==> src/rtl/fp_mul_pkg.sv <==
// Shared definitions for the sequential floating-point multiplier datapath:
// single-precision field widths, class codes and the buffered entry layout.
package fp_mul_pkg;

    localparam int EXP_W  = 8;
    localparam int MANT_W = 23;
    localparam int FP_W   = 32;

    localparam logic [EXP_W-1:0] EXP_MAX = 8'hFF;

    // Class codes 5..7 are never produced.
    typedef enum logic [2:0] {
        FPC_ZERO = 3'd0,
        FPC_SUB  = 3'd1,
        FPC_NORM = 3'd2,
        FPC_INF  = 3'd3,
        FPC_NAN  = 3'd4
    } fp_class_e;

    // Stored entry, 36 bits: {class, overflow, result}.
    typedef struct packed {
        logic [2:0]      cls;
        logic            ovf;
        logic [FP_W-1:0] result;
    } fp_entry_t;

endpackage

==> src/rtl/fp_classify.sv <==
// Combinational IEEE-754 single-precision classifier; the sign bit does not
// influence the class.
module fp_classify
    import fp_mul_pkg::*;
(
    input  logic [FP_W-1:0] fp_in,
    output logic [2:0]      fp_class
);

    logic [EXP_W-1:0]  exp_field;
    logic [MANT_W-1:0] mant_field;
    logic              unused_sign;

    assign exp_field   = fp_in[FP_W-2 -: EXP_W];
    assign mant_field  = fp_in[MANT_W-1:0];
    assign unused_sign = fp_in[FP_W-1];

    always_comb begin
        fp_class = FPC_NORM;
        if (exp_field == '0) begin
            fp_class = (mant_field == '0) ? FPC_ZERO : FPC_SUB;
        end else if (exp_field == EXP_MAX) begin
            fp_class = (mant_field == '0) ? FPC_INF : FPC_NAN;
        end
    end

endmodule

==> src/rtl/fp_result_buffer.sv <==
// First-word-fall-through buffer for multiplier products with per-entry class
// tagging and saturating overflow/drop statistics.
module fp_result_buffer
    import fp_mul_pkg::*;
#(
    parameter int DEPTH = 8,
    parameter int CNT_W = 16
) (
    input  logic                     slow_clk,
    input  logic                     rst,
    input  logic                     clear,
    input  logic                     in_valid,
    input  logic [31:0]              in_result,
    input  logic                     in_overflow,
    output logic                     in_ready,
    output logic                     out_valid,
    input  logic                     out_ready,
    output logic [31:0]              out_result,
    output logic                     out_overflow,
    output logic [2:0]               out_class,
    output logic [$clog2(DEPTH):0]   count,
    output logic [CNT_W-1:0]         ovf_count,
    output logic [CNT_W-1:0]         drop_count
);

    localparam int PTR_W = $clog2(DEPTH);
    localparam logic [PTR_W:0] FULL_COUNT = (PTR_W + 1)'(DEPTH);

    logic [PTR_W-1:0] wr_ptr_q, wr_ptr_d;
    logic [PTR_W-1:0] rd_ptr_q, rd_ptr_d;
    logic [PTR_W:0]   count_q, count_d;
    logic [CNT_W-1:0] ovf_count_q, ovf_count_d;
    logic [CNT_W-1:0] drop_count_q, drop_count_d;

    fp_entry_t mem_q [DEPTH];
    fp_entry_t wr_entry;
    fp_entry_t head_entry;
    logic [2:0] in_class;

    logic push;
    logic pop;
    logic drop;

    fp_classify u_classify (
        .fp_in    (in_result),
        .fp_class (in_class)
    );

    // Flow control comes from the registered occupancy only, so a full buffer
    // refuses a push even when the head is popped in the same cycle.
    assign in_ready  = (count_q != FULL_COUNT);
    assign out_valid = (count_q != '0);
    assign count     = count_q;

    assign push = in_valid && in_ready && !clear;
    assign pop  = out_valid && out_ready && !clear;
    assign drop = in_valid && !in_ready && !clear;

    assign wr_entry.cls    = in_class;
    assign wr_entry.ovf    = in_overflow;
    assign wr_entry.result = in_result;

    always_comb begin
        wr_ptr_d     = wr_ptr_q;
        rd_ptr_d     = rd_ptr_q;
        count_d      = count_q;
        ovf_count_d  = ovf_count_q;
        drop_count_d = drop_count_q;

        if (clear) begin
            wr_ptr_d     = '0;
            rd_ptr_d     = '0;
            count_d      = '0;
            ovf_count_d  = '0;
            drop_count_d = '0;
        end else begin
            if (push) begin
                wr_ptr_d = wr_ptr_q + 1'b1;
            end
            if (pop) begin
                rd_ptr_d = rd_ptr_q + 1'b1;
            end
            unique case ({push, pop})
                2'b10:   count_d = count_q + 1'b1;
                2'b01:   count_d = count_q - 1'b1;
                default: count_d = count_q;
            endcase
            if (push && in_overflow && (ovf_count_q != '1)) begin
                ovf_count_d = ovf_count_q + 1'b1;
            end
            if (drop && (drop_count_q != '1)) begin
                drop_count_d = drop_count_q + 1'b1;
            end
        end
    end

    always_ff @(posedge slow_clk or posedge rst) begin
        if (rst) begin
            wr_ptr_q     <= '0;
            rd_ptr_q     <= '0;
            count_q      <= '0;
            ovf_count_q  <= '0;
            drop_count_q <= '0;
        end else begin
            wr_ptr_q     <= wr_ptr_d;
            rd_ptr_q     <= rd_ptr_d;
            count_q      <= count_d;
            ovf_count_q  <= ovf_count_d;
            drop_count_q <= drop_count_d;
        end
    end

    // Storage is deliberately left out of reset; pointers and count define validity.
    always_ff @(posedge slow_clk) begin
        if (push) begin
            mem_q[wr_ptr_q] <= wr_entry;
        end
    end

    assign head_entry = mem_q[rd_ptr_q];

    assign out_result   = out_valid ? head_entry.result : '0;
    assign out_overflow = out_valid ? head_entry.ovf    : 1'b0;
    assign out_class    = out_valid ? head_entry.cls    : 3'd0;
    assign ovf_count    = ovf_count_q;
    assign drop_count   = drop_count_q;

endmodule

==> config.mk <==
export PLATFORM = sky130hd
export DESIGN_NAME = fp_result_buffer
export DESIGN_NICKNAME = d
export VERILOG_FILES = /design/src/rtl/fp_mul_pkg.sv /design/src/rtl/fp_classify.sv /design/src/rtl/fp_result_buffer.sv
export SDC_FILE = /design/constraint.sdc
export NUM_CORES = 1
export LEC_CHECK = 0
export ABC_CLOCK_PERIOD_IN_PS = 6020
export CAP_MARGIN = 25
export CORE_MARGIN = 1.5
export CORE_UTILIZATION = 45
export CTS_CLUSTER_SIZE = 8
export DETAILED_ROUTE_END_ITERATION = 10
export HOLD_SLACK_MARGIN = 0.08
export MAX_ROUTING_LAYER = met4
export SYNTH_ARGS = -nofsm -noshare
export SYNTH_HDL_FRONTEND = slang
export SYNTH_HIERARCHICAL = 1
export SYNTH_SLANG_ARGS = --single-unit
export TNS_END_PERCENT = 30
==> constraint.sdc <==
create_clock -name slow_clk -period 6.02 [get_ports slow_clk]
set_input_delay 0.903 -clock slow_clk [delete_from_list [all_inputs] [get_ports slow_clk]]
set_output_delay 0.903 -clock slow_clk [all_outputs]
set_load 0.01 [all_outputs]
==> reports/metrics.yaml, run 1 <==
fin_area_um2: 16380
post-cts-setup-buffer-count: 0
fin_nets: 918
port_buffers: 111
synth_edf_count: 288
cts.sinks: 330
die_h_um: 175.7
setup_viol: 0
pin_count: 112
worstMarginPinSlew_ns: 0.7771
yosysWarningCount: 6
vias: 7126
critPathBufInv: 2
gp_congestion: 0.8573
grt_pass1_wl_um: 44610
p_clk_frac: 0.360
synthArstFlopShare: 0.1273
run_status: "complete, no violations"
clkTransAtPathRegs_ns: 0.05
finalSetupTns_ns: 0
cp_top_family: "buffers and inverters"
crit_slowest_cell: "dfrtp_4"
dr.pass1.iters: 5
grt_overflow_total: 0
relSlewSlack: 0.4772
cts_tree: "built"
max_cap_violations: 0
seq_area_frac_synth: 0.7225
final_util: 0.5555
hold_viol: 0
drcViolationCount: 0
swShare: 0.2589
combPwrFrac: 0.217
clock_path_buffers: 3
die_area_um2: 30880
dp_slack_ns: 2.177
cts-root-buf: "clkbuf_16"
rsz0062_at_grt: "no"
ys.flop_type: "edfxtp_1"
grt_max_degree: 52
cts_resized: 0
irDropWorstVdd_mv: 0.1892
yosys_register_bits: 330
drt_iter0_drc: 497
setup_ws_ns: 1.812
crit_path_end_kind: "output port"
arrival_ns: 3.30
holdBufCountCts: 0
critPathLaunchType: "flop"
wire_per_inst_um: 21.92
avgSynthCellArea_um2: 18.44
final_cell_mix: "288 x edfxtp_1, 111 x clkdlybuf4s50_1, 80 x nor2_1"
finalClockSkew_ns: 0.01112
yosysUniqueCellTypes: 48
p_int_mw: 4.704
worst-path-max-fanout: 32
worstPathRequired_ns: 5.12
final_layout_size_suffix_gt1_frac: 0.1948
placed_cell_area_um2: 15120
cts_max_level: 2
cp_cell_sequence: "buf_4, mux4_2, mux2i_1, nor2_1, clkdlybuf4s50_1"
synth_area_um2: 13420
cts_buffers: 47
die_w_um: 175.7
nFillCells: 2280
synth_nets: 772
seq_power_share: 0.423
hold_path.class: "flop to flop"
slew_viol_final: 0
globalRouteTotalUtil: 0.1957
syn_to_final_growth_pct: 21.99
viasPerCell: 5.598
p_switching_mw: 1.644
grt_pass1_vias: 7744
period_share: 0.6990
fp.coreArea_um2: 29480
cpPeakStageDelay_ns: 0.85
initial_core_util: 0.4554
diodes: 0
insertion_delay_ns: 0.53
critPathKind: "flop to output port"
synth_cells: 728
dp_hpwl_um: 16830
min_period_ns: 4.208
antenna_found_initial: 0
holdWs_ns: 0.5814
max_clock_freq_mhz: 237.6
power.density_nw_per_um2: 387.6
totalWireLength_um: 27900
final_common_cell: "edfxtp_1"
antenna_left: 0
core.rowCount: 63
power.leakage_nw: 5.234
[synth_stat cells, types with 3 or more instances]
cell type	count	area, um^2
buf_1	7	26.28
a21oi_1	3	15.01
inv_1	7	26.28
mux2i_1	41	410.4
edfxtp_1	288	8648
dfrtp_1	42	1051
clkbuf_1	17	63.81
buf_2	8	40.04
xor2_1	11	96.34
nor4_1	13	81.33
nand2_1	17	63.81
nor2_1	83	311.6
nand4_1	11	68.82
nand3_1	16	80.08
nor4b_1	6	52.55
and3_1	4	25.02
mux4_2	72	1622
xnor2_1	23	201.4
a211oi_1	3	22.52
nor3_1	9	45.04
ha_1	6	75.07
o21ai_0	3	15.01
[path summary, 6_finish.rpt]
path | start | end | slack [ns] | depth (start not counted)
setup / recovery | rd_ptr_q[0] | out_result[13] | 1.81 | 5
setup reg to reg | count[0] | count[3] | 3.07 | 9
hold reg to reg | ovf_count[9] | ovf_count[9] | 0.58 | 2
hold / removal | ovf_count[9] | ovf_count[9] | 0.58 | 2
max in group asynchronous | rst | rd_ptr_q[0] | 4.79 | 3
min in group asynchronous | rst | ovf_count[5] | 0.81 | 3
[power by group through the flow]
| stage | Clock, mW | Combinational, mW | Sequential (mW) |
|---|---|---|---|
| 2_1_floorplan | 0 | 0.784 | 2.66 |
| 6_report | 2.28 | 1.38 | 2.69 |
| 4_1_cts | 2.33 | 1.41 | 2.69 |
| 3_5_place_dp | 0 | 1.41 | 2.73 |
| 3_3_place_gp | 0 | 1.34 | 2.75 |
| 5_1_grt | 2.43 | 1.50 | 2.70 |
[worst reg2reg max path, delay by kind of cell (launching register included)]
family / cells / cell delay (ns)
AOI/OAI and AO/OA: 2 / 0.35
adders and majority gates: 1 / 0.33
DFF: 1 / 0.52
xor gates and xnor gates: 1 / 0.16
and+or+nand+nor: 5 / 1.45
[kinds of logic after synthesis]
kind of cell | share of synthesized area
AO/OA/AOI/OAI | 0.01267
XOR/XNOR | 0.02218
adder cells (fa/ha/maj) | 0.005592
buffers and inverters | 0.01333
flip-flops | 0.7225
multiplexers | 0.1533
AND/OR/NAND/NOR | 0.07037
[per-layer routing]
metal	wire length, um	track usage	vias up	share of wire
li1	-	-	3172	-
met1	12100	0.2564	3734	0.43
met2	14050	0.3162	188	0.50
met3	1281	0.03506	32	0.046
met4	471	0.05449	0	0.017
met5	0	-	-	0
[through the flow]
stage          instances  power, mW
4_1_cts             1273      6.437
2_1_floorplan        728      3.446
3_5_place_dp        1215      4.138
3_3_place_gp        1213      4.088
5_1_grt             1273      6.631
6_report            1273      6.348
[layout make-up]
type | count | area (um^2) | area share
Sequential cell | 330 | 9708 | 0.5928
Multi-Input combinational cell | 357 | 3605 | 0.2201
Timing Repair Buffer | 131 | 1289 | 0.07870
Clock buffer | 55 | 1227 | 0.07495
Clock inverter | 3 | 32.53 | 0.001987
Inverter | 7 | 26.28 | 0.001605
Tap cell | 390 | 488.0 | 0.02980
[registers in the layout (all words and copies together), names as in the netlist]
signal,cells
count,4
drop_count,16
mem_q,288
ovf_count,16
rd_ptr_q,3
wr_ptr_q,3
(Power assumes the default switching activity.)
==> run 2, diff against run 1 <==
ABC_CLOCK_PERIOD_IN_PS = 3900   (was 6020)
clock period = 3.9 ns   (was 6.02 ns; I/O delays follow)
==> reports/metrics.yaml, run 2 (synthesis gave the netlist of run 1 again) <==
run_status: "complete, no violations"  # unchanged
pin_count: 112  # unchanged
final_cell_mix: "288 x edfxtp_1, 111 x clkdlybuf4s50_1, 80 x nor2_1"  # unchanged
setup_ws_ns: 0.4828  # was 1.812 ns
holdBufCountCts: 0  # unchanged
final_common_cell: "edfxtp_1"  # unchanged
globalRouteTotalUtil: 0.1953  # was 0.1957
total_power_mw: 9.838  # was 6.348 mW
diodes: 0  # unchanged
use_met2: 0.3065  # was 0.3162
cts_max_level: 2  # unchanged
setup_viol: 0  # unchanged
dr.pass1.iters: 4  # was 5
grt_max_degree: 51  # was 52
relSlewSlack: 0.4836  # was 0.4772
wire_per_inst_um: 21.84  # was 21.92 um
cts_resized: 0  # unchanged
dp_slack_ns: 0.9009  # was 2.177 ns
critPathLaunchType: "flop"  # unchanged
grt_pass1_wl_um: 44160  # was 44610 um
largest_register_ffs: 288  # unchanged
worstPathRequired_ns: 3.31  # was 5.12 ns
dp_hpwl_um: 16220  # was 16830 um
drcViolationCount: 0  # unchanged
drt_iter0_drc: 572  # was 497
port_buffers: 111  # unchanged
cts_tree: "built"  # unchanged
syn_to_final_growth_pct: 22.67  # was 21.99%
vias: 7167  # was 7126
core.rowCount: 63  # unchanged
power.leakage_nw: 5.279  # was 5.234 nW
final_util: 0.5586  # was 0.5555
clkTransAtPathRegs_ns: 0.05  # about the same
period_share: 0.8762
die_h_um: 175.7  # unchanged
critPathKind: "flop to output port"  # unchanged
viasPerCell: 5.560  # was 5.598
hold_path.class: "input pin to asynchronous set/reset pin"  # was flop to flop
insertion_delay_ns: 0.53  # about the same
cts_buffers: 47  # unchanged
cts.sinks: 330  # unchanged
die_area_um2: 30880  # unchanged
cts-root-buf: "clkbuf_16"  # unchanged
clock_path_buffers: 3  # unchanged
placed_cell_area_um2: 15190  # was 15120 um^2
initial_core_util: 0.4554  # unchanged
irDropWorstVdd_mv: 0.3096  # was 0.1892 mV
hold_viol: 0  # unchanged
min_period_ns: 3.417
worst-path-max-fanout: 43  # was 32
slew_viol_final: 0  # unchanged
power.density_nw_per_um2: 597.4  # was 387.6 nW/um^2
largest_register: "mem_q"  # unchanged
max_clock_freq_mhz: 292.6
grt-busiest-layer: "met2"  # unchanged
rsz0062_at_grt: "no"  # unchanged
gp_congestion: 0.8865  # was 0.8573
worstMarginPinSlew_ns: 0.7675  # was 0.7771 ns
arrival_ns: 2.83  # was 3.30 ns
finalClockSkew_ns: 0.01784  # was 0.01112 ns
met3_usage: 0.03810  # was 0.03506
post-cts-setup-buffer-count: 0  # unchanged
fin_nets: 925  # was 918
fin_area_um2: 16470  # was 16380 um^2
max_cap_violations: 0  # unchanged
crit_path_end_kind: "output port"  # unchanged
antenna_left: 0  # unchanged
grt_overflow_total: 0  # unchanged
final_layout_size_suffix_gt1_frac: 0.1980  # was 0.1948
die_w_um: 175.7  # unchanged
grt_use_met1: 0.2623  # was 0.2564
fp.coreArea_um2: 29480  # unchanged
antenna_found_initial: 0  # unchanged
totalWireLength_um: 28160  # was 27900 um
grt_pass1_vias: 7657  # was 7744
run 2: critical path, stage by stage (launching register included):
cell and delay (ns):
dfrtp_4 0.86, buf_4 0.34, mux4_2 0.34, mux2i_1 0.18
nor2_1 0.06, clkdlybuf4s50_1 0.51
run 2: worst paths after layout:
path                                    start             end  slack, ns  cells after the start
worst max-delay path              rd_ptr_q[1]  out_result[27]       0.48                      5
worst min-delay path                      rst   drop_count[8]       0.43                      2
worst max register to register       count[0]        count[3]       1.01                      9
worst min register to register  ovf_count[15]   ovf_count[15]       0.59                      2
max in group asynchronous                 rst    ovf_count[5]       2.66                      4
min in group slow_clk           ovf_count[15]   ovf_count[15]       0.59                      2
run 2: layout make-up:
class	instances	area (um^2)
Fill cell	2321	13010
Sequential cell	330	9708
Multi-Input combinational cell	357	3622
Timing Repair Buffer	138	1346
Clock buffer	64	1240
Tap cell	390	488.0
Clock inverter	3	36.28
Inverter	7	26.28
run 2: routing by layer:
layer / wire length, um / vias to the layer above
li1: - / 3184
met1: 12250 / 3743
met2: 13830 / 194
met3: 1551 / 46
met4: 529 / 0
met5: 0 / -
run 2: where the power goes:
part / internal, mW / switching, mW
sequential: 3.98 / 0.139
combinational: 1.11 / 1.05
clock: 2.18 / 1.37
total: 7.27 / 2.57
run 2: stage by stage:
| stage | cells | setup TNS, ns | hold WS [ns] |
|---|---|---|---|
| floorplan | 728 | -3.913 | 0.5838 |
| CTS | 1289 | 0 | 0.4286 |
| global route | 1289 | 0 | 0.4918 |
| detailed placement | 1222 | 0 | 0.5767 |
| global placement | 1221 | 0 | 0.5469 |
| finish | 1289 | 0 | 0.4329 |
==> run 3, diff against run 2 <==
CTS_BUF_LIST = sky130_fd_sc_hd__clkbuf_8   (was unset)
SLEW_MARGIN = 10   (was unset)
==> reports/metrics.yaml, run 3 (synthesis gave the netlist of run 1 again) <==
run_status: "complete, no violations"  # unchanged
max_cap_violations: 0  # unchanged
critPathLaunchType: "flop"  # unchanged
viasPerCell: 5.468  # was 5.560
dp_slack_ns: 0.9009  # unchanged
final_common_cell: "edfxtp_1"  # unchanged
max_clock_freq_mhz: 291.7  # was 292.6 MHz
worstPathRequired_ns: 3.31  # about the same
die_h_um: 175.7  # unchanged
final_cell_mix: "288 x edfxtp_1, 111 x clkdlybuf4s50_1, 80 x nor2_1"  # unchanged
cts_max_level: 2  # unchanged
period_share: 0.8789  # was 0.8762
irDropWorstVdd_mv: 0.3348  # was 0.3096 mV
initial_core_util: 0.4554  # unchanged
globalRouteTotalUtil: 0.1951  # was 0.1953
cts.sinks: 330  # unchanged
dr.pass1.iters: 5  # was 4
cts_resized: 0  # unchanged
die_area_um2: 30880  # unchanged
drt_iter0_drc: 487  # was 572
vias: 7169  # was 7167
rsz0062_at_grt: "no"  # unchanged
diodes: 0  # unchanged
worstMarginPinSlew_ns: 0.7748  # was 0.7675 ns
multi_input_area_um2: 3622  # unchanged
grt_max_degree: 51  # unchanged
finalClockSkew_ns: 0.01601  # was 0.01784 ns
clock_path_buffers: 3  # unchanged
nFillCells: 2396  # was 2321
arrival_ns: 2.84  # was 2.83 ns
critPathKind: "flop to output port"  # unchanged
pin_count: 112  # unchanged
largest_register: "mem_q"  # unchanged
slew_viol_final: 0  # unchanged
relSlewSlack: 0.4787  # was 0.4836
core.rowCount: 63  # unchanged
antenna_found_initial: 0  # unchanged
finalSetupTns_ns: 0  # unchanged
holdBufCountCts: 0  # unchanged
power.density_nw_per_um2: 547.9  # was 597.4 nW/um^2
die_w_um: 175.7  # unchanged
r2r_setup_slack_ns: 1.01  # about the same
wire_per_inst_um: 21.39  # was 21.84 um
hold_path.class: "input pin to asynchronous set/reset pin"  # unchanged
setup_ws_ns: 0.4722  # was 0.4828 ns
power.leakage_nw: 5.201  # was 5.279 nW
cts_tree: "built"  # unchanged
final_layout_size_suffix_gt1_frac: 0.2052  # was 0.1980
gp_congestion: 0.8865  # unchanged
syn_to_final_growth_pct: 19.77  # was 22.67%
cts-root-buf: "clkbuf_8"  # was clkbuf_16
fp.coreArea_um2: 29480  # unchanged
worst-path-max-fanout: 43  # unchanged
port_buffers: 111  # unchanged
r2r_start: "count[0]"  # unchanged
antenna_left: 0  # unchanged
cp-startpoint: "rd_ptr_q[1]"  # unchanged
min_period_ns: 3.428  # was 3.417 ns
grt_pass1_vias: 7715  # was 7657
grt_overflow_total: 0  # unchanged
insertion_delay_ns: 0.56  # was 0.53 ns
fin_nets: 931  # was 925
crit_path_end_kind: "output port"  # unchanged
clkTransAtPathRegs_ns: 0.06  # was 0.05 ns
cts_buffers: 53  # was 47
dp_hpwl_um: 16220  # unchanged
setup_viol: 0  # unchanged
area.sequential_um2: 9708  # unchanged
largest_register_ffs: 288  # unchanged
totalWireLength_um: 28050  # was 28160 um
post-cts-setup-buffer-count: 0  # unchanged
drcViolationCount: 0  # unchanged
hold_viol: 0  # unchanged
grt_pass1_wl_um: 44170  # was 44160 um
==> run 3: cell types whose count changed in the layout (fill, tap and decap cells not counted) <==
cell        before  now
inv_1            7   27
clkbuf_16       47    0
clkinvlp_4       1    0
clkbuf_8         0   54
clkbuf_1        17    0
inv_16           1    0
clkinv_1         0    8
clkinv_2         0    6
==> run 3: critical path, cell delays in order, from the launching register on <==
cell	delay, ns
dfrtp_4	0.86
buf_4	0.34
mux4_2	0.33
mux2i_1	0.18
nor2_1	0.06
clkdlybuf4s50_1	0.51
==> run 3: power breakdown <==
group	switching (mW)	internal (mW)
clock network	1.27	1.27
logic	1.05	1.11
registers	0.139	3.97
total	2.45	6.36
==> run 3: cell type report <==
type | instances | share of cell area
multi-input cells | 357 | 0.2253
clock inverters | 35 | 0.008949
well taps | 390 | 0.03035
repair buffers | 138 | 0.08374
inverters | 7 | 0.001634
flip-flops and latches | 330 | 0.6038
clock buffers | 54 | 0.04623
==> run 3: worst paths after layout <==
path,endpoint,cells past startpoint
max,out_result[27],5
min,drop_count[10],2
max reg2reg,count[3],9
min reg2reg,ovf_count[15],2
max in group asynchronous,ovf_count[8],4
min in group slow_clk,ovf_count[15],2
==> run 3: metrics by stage <==
| step | hold slack [ns] | cells | instance area [um^2] | power [mW] | util |
|---|---|---|---|---|---|
| 6_report | 0.4057 | 1311 | 16080 | 8.809 | 0.5454 |
| 5_1_grt | 0.4486 | 1311 | 16080 | 9.228 | 0.5454 |
| 4_1_cts | 0.3823 | 1311 | 16080 | 8.941 | 0.5454 |
| 3_5_place_dp | 0.5767 | 1222 | 15190 | 6.390 | 0.5153 |
| 3_3_place_gp | 0.5469 | 1221 | 15180 | 6.365 | 0.5148 |
| 2_1_floorplan | 0.5838 | 728 | 13440 | 5.318 | - |
==> run 3: routing by layer <==
metal / global-route usage / routed length [um] / vias to the layer above
met1: 0.2605 / 12140 / 3706
met4: 0.05484 / 491 / 0
met3: 0.03831 / 1507 / 44
li1: - / - / 3208
met5: - / 0 / -
met2: 0.3071 / 13910 / 211
